[src/rtl/reg_file_mp.sv]
// reg_file_mp: multi-ported register file with a self-sweeping clear.
// After reset (or a clear request) the array is zeroed one entry per cycle;
// only once every entry has been swept does the file report ready and
// accept writes. Reads are combinational, with same-cycle write bypass.
//
// Handshake: ready_o is a level, not a pulse. A write on port k is accepted
// on a rising edge exactly when ready_o=1, clear_i=0 and wr_en_i[k]=1; there
// is no back-pressure beyond ready_o, and writes presented while ready_o=0
// are silently ignored.
//
// The FSM state is held in state_q (type state_e) so checkers can bind to it.

module reg_file_mp #(
    parameter int XLEN     = 32,
    parameter int DEPTH    = 32,
    parameter int NUM_RD   = 2,
    parameter int NUM_WR   = 2,
    parameter int ZERO_REG = 1,
    localparam int AW      = $clog2(DEPTH)
) (
    input  logic                   clk,
    input  logic                   rst,
    input  logic                   clear_i,
    input  logic [NUM_WR-1:0]      wr_en_i,
    input  logic [NUM_WR*AW-1:0]   rd_addr_i,
    input  logic [NUM_WR*XLEN-1:0] wr_data_i,
    input  logic [NUM_RD*AW-1:0]   rs_addr_i,
    output logic [NUM_RD*XLEN-1:0] rs_data_o,
    output logic                   ready_o
);

    typedef enum logic {
        ST_CLEAR = 1'b0,
        ST_READY = 1'b1
    } state_e;

    localparam logic [AW-1:0] LAST_IDX = AW'(DEPTH - 1);

    state_e            state_q;
    logic   [AW-1:0]   cnt_q;
    logic              ready_q;
    logic   [XLEN-1:0] mem_q [DEPTH];

    // Unpacked views of the packed port buses.
    logic [AW-1:0]   wr_addr [NUM_WR];
    logic [XLEN-1:0] wr_data [NUM_WR];
    logic [AW-1:0]   rs_addr [NUM_RD];
    // A write is "kept" when enabled and not aimed at a hardwired zero register.
    logic [NUM_WR-1:0] wr_keep;

    genvar gk, gj;
    generate
        for (gk = 0; gk < NUM_WR; gk++) begin : g_wr_unpack
            assign wr_addr[gk] = rd_addr_i[gk*AW +: AW];
            assign wr_data[gk] = wr_data_i[gk*XLEN +: XLEN];
            assign wr_keep[gk] = wr_en_i[gk] &&
                                 !((ZERO_REG != 0) && (wr_addr[gk] == '0));
        end
        for (gj = 0; gj < NUM_RD; gj++) begin : g_rd_unpack
            assign rs_addr[gj] = rs_addr_i[gj*AW +: AW];
        end
    endgenerate

    // Control FSM: sweep counter in CLEAR, clear requests in READY.
    always_ff @(posedge clk) begin
        if (rst) begin
            state_q <= ST_CLEAR;
            cnt_q   <= '0;
            ready_q <= 1'b0;
        end else begin
            case (state_q)
                ST_CLEAR: begin
                    // clear_i is deliberately ignored here: the sweep runs to completion.
                    if (cnt_q == LAST_IDX) begin
                        state_q <= ST_READY;
                        ready_q <= 1'b1;
                        cnt_q   <= '0;
                    end else begin
                        cnt_q <= cnt_q + AW'(1);
                    end
                end
                ST_READY: begin
                    if (clear_i) begin
                        state_q <= ST_CLEAR;
                        ready_q <= 1'b0;
                        cnt_q   <= '0;
                    end
                end
                default: begin
                    state_q <= ST_CLEAR;
                    ready_q <= 1'b0;
                    cnt_q   <= '0;
                end
            endcase
        end
    end

    assign ready_o = ready_q;

    // Array update: sweep zeroing in CLEAR, port writes in READY (later port wins).
    always_ff @(posedge clk) begin
        if (!rst) begin
            if (state_q == ST_CLEAR) begin
                mem_q[cnt_q] <= '0;
            end else if (!clear_i) begin
                for (int k = 0; k < NUM_WR; k++) begin
                    if (wr_keep[k]) begin
                        mem_q[wr_addr[k]] <= wr_data[k];
                    end
                end
            end
        end
    end

    // Combinational read lanes with write bypass; lanes are zero while sweeping.
    always_comb begin
        rs_data_o = '0;
        for (int j = 0; j < NUM_RD; j++) begin
            logic [XLEN-1:0] lane;
            lane = mem_q[rs_addr[j]];
            for (int k = 0; k < NUM_WR; k++) begin
                if (wr_keep[k] && (wr_addr[k] == rs_addr[j])) begin
                    lane = wr_data[k];
                end
            end
            if ((ZERO_REG != 0) && (rs_addr[j] == '0)) begin
                lane = '0;
            end
            if (state_q != ST_READY) begin
                lane = '0;
            end
            rs_data_o[j*XLEN +: XLEN] = lane;
        end
    end

endmodule

[config.mk]
export PLATFORM = sky130hd
export DESIGN_NAME = reg_file_mp
export DESIGN_NICKNAME = d
export VERILOG_FILES = /design/src/rtl/reg_file_mp.sv
export SDC_FILE = /design/constraint.sdc
export NUM_CORES = 2
export LEC_CHECK = 0
export ABC_CLOCK_PERIOD_IN_PS = 3300
export BUFFER_PORTS_ARGS = -buffer_cell sky130_fd_sc_hd__buf_4
export CAP_MARGIN = 15
export CELL_PAD_IN_SITES_DETAIL_PLACEMENT = 1
export CELL_PAD_IN_SITES_GLOBAL_PLACEMENT = 2
export CORE_ASPECT_RATIO = 0.7
export CORE_UTILIZATION = 25
export CTS_CLUSTER_SIZE = 20
export DETAILED_ROUTE_END_ITERATION = 12
export GPL_ROUTABILITY_DRIVEN = 0
export PLACE_DENSITY = 0.64
export SETUP_SLACK_MARGIN = 0.4
export SYNTH_ARGS = -nofsm -noshare
export SYNTH_HDL_FRONTEND = slang
export SYNTH_SLANG_ARGS = --single-unit
[constraint.sdc]
create_clock -name clk -period 3.3 [get_ports clk]
set_input_delay 0 -clock clk [delete_from_list [all_inputs] [get_ports clk]]
set_output_delay 0 -clock clk [all_outputs]
set_load 0.02 [all_outputs]
==> impl_metrics.toml <==
[die]
rows = 152
dieHeight_um = 420
start_util_pct = 25.3
io_pins = 154
dieWidth_um = 599
core_sq_um = 246000
die_area_sq_um = 251000

[timing]
hold_slack_ps = 175
min_period_ps = 2900
fin_tns_setup_ps = 0
slew_viol_final = 0
setup_slack_ps = 403
rsz0062_at_grt = "true"
setup_viol = 0
fin_skew_ps = 62.4
worstMarginPinSlew_ps = 1190
finalHoldViolations = 0
fin_crit_sh_pct = 87.8
fmax_ghz = 0.345
slew_headroom_pct = 20.7

[run_status]
outcome = "finished clean"

[hold_path]
hp-class = "in2reg"

[drt]
wirelength_mm = 292
viasPerCell = 5.49
route.detailed.drc = 0
detail-route-antenna-nets = 0
vias = 52700
dr.pass1.iters = 6
drtIter0Drc = 5449
wl_per_cell_um = 30.5

[final_layout]
nNetsFinal = 6277
mostFrequentLayoutCells = "nand2_1, o21ai_0, edfxtp_1"
syn_to_final_growth_pct = 17.9
final_common_cell = "nand2_1"
drive_gt1_share_pct = 12.6
fin_area_sq_um = 73500
fillers = 27500
utilization_pct = 29.8
final_cells = 9599

[global_route]
grt_pass1_wl_mm = 408
grt_pass1_vias = 52300
grt_usage_pct = 22.7
grt_overflow = 0
grt_start_max_net_pins = 80
antenna_found_initial = 9

[power]
total_power_mw = 30.9
cellPowerDensity_nw_per_um2 = 420
power.leakage_nw = 24.0
ir_drop_uv = 413

[cts]
htree_levels = 3
cts_root_buf = "clkbuf_16"
cts_sinks = 1031
cts_tree = "built"
clockBufferDepth = 3
clk_latency_ps = 790
cts_made_buffers = 117
cts.clk_slew.worst_paths_ps = 60

[placed_design]
port_buffers = 153
place_inst = 9297
placed_area_sq_um = 68500
pre_cts_ws_ps = 325
dp_hpwl_mm = 175

[yosys]
synth_edf_count = 1024
synth-seq-cells = 1031
ys_async_sr_fraction_pct = 0
syn_nets = 6346
syn_avg_cell_area_sq_um = 9.96
ys_seq_area_share_pct = 49.6
syn_inst = 6255
synth_ff_type = "edfxtp_1"
yosysWarnings = 0
synth_area_sq_um = 62300
ys_types = 58

[worst_setup_path]
critPathRequiredTime_ps = 3300
crit_fanout = 10
cp-start-kind = "flop"
crit_arrival_ps = 2900
cp-end-kind = "output port"
critPathKind = "reg2out"

[run]
maxCapViolations = 0
[critical path, stage by stage, from the launching register on]
cell and delay [ps]:
dfxtp_4 370, buf_4 180, o41ai_2 100, nor3_4 90
buf_12 180, buf_4 150, a211oi_1 580, a22oi_2 260
buf_4 240
[cell usage after synthesis (33+ instances only)]
| cell type | n | area share [%] |
|---|---|---|
| nand2_1 | 1232 | 7.4 |
| o21ai_0 | 1056 | 8.5 |
| edfxtp_1 | 1024 | 49 |
| mux2i_1 | 901 | 14 |
| clkbuf_1 | 448 | 2.7 |
| buf_2 | 199 | 1.6 |
| a211oi_1 | 190 | 2.3 |
| a22oi_1 | 188 | 2.3 |
| a22o_1 | 134 | 1.9 |
| nor2b_1 | 134 | 1.3 |
| a21oi_1 | 132 | 1.1 |
| nand3_1 | 128 | 1.0 |
| a2111oi_0 | 126 | 1.8 |
| and3_1 | 65 | 0.65 |
| inv_1 | 36 | 0.22 |
| buf_6 | 33 | 0.60 |
[power breakdown]
group          switching [mW]  leakage [nW]  internal, mW
combinational            1.94          14.2         0.929
sequential             0.0452          7.92          14.3
clock                    5.93          1.90          7.77
[sequential cells by signal, summed over array words and instances (netlist names)]
| register | cells |
|---|---|
| mem_q | 1024 |
| cnt_q | 5 |
| ready_o | 1 |
| state_q | 1 |
[worst paths after layout]
kind / start / to / slack (ps) / cells after the start
max reg2reg: state_q / mem_q[21][12] / 500 / 6
min reg2reg: cnt_q[4] / cnt_q[4] / 590 / 2
max: state_q / rs_data_o[4] / 400 / 8
min: rst / cnt_q[4] / 170 / 3
[cell families after synthesis]
kind of cell	after synthesis	share of synthesized area (%)
xor gates and xnor gates	20	0.281
adders and majority gates	2	0.0402
buffers and inverters	773	5.67
and+or+nand+nor	1652	11.5
AOI/OAI and AO/OA	1873	18.4
DFF	1031	49.6
muxes	904	14.6
[area by class of cell]
type	count	area, sq um	area share, %
clock buffer	138	3030	4.12
inverter	36	135	0.184
clock inverter	81	832	1.13
timing repair buffer	549	5670	7.72
multi-input combinational	4451	28800	39.2
sequential	1031	30900	42.0
antenna	2	5.00	0.00681
tap	3311	4140	5.64
[per-layer routing]
layer / vias to the layer above / GRT usage, % / wire, um
met4: 4 / 7.29 / 9990
met5: - / 0 / 24
met3: 456 / 3.10 / 18300
li1: 23000 / - / -
met1: 27300 / 32.5 / 136000
met2: 1908 / 35.2 / 129000
[timing repair]
action,in CTS,in global routing
setup endpoints to repair,88,57
pin swaps,7,2
buffers inserted,7,0
hold endpoints to repair,1036,0
cloned,2,0
resized for setup,52,28
hold buffers,72,0
(Power assumes the default switching activity.)
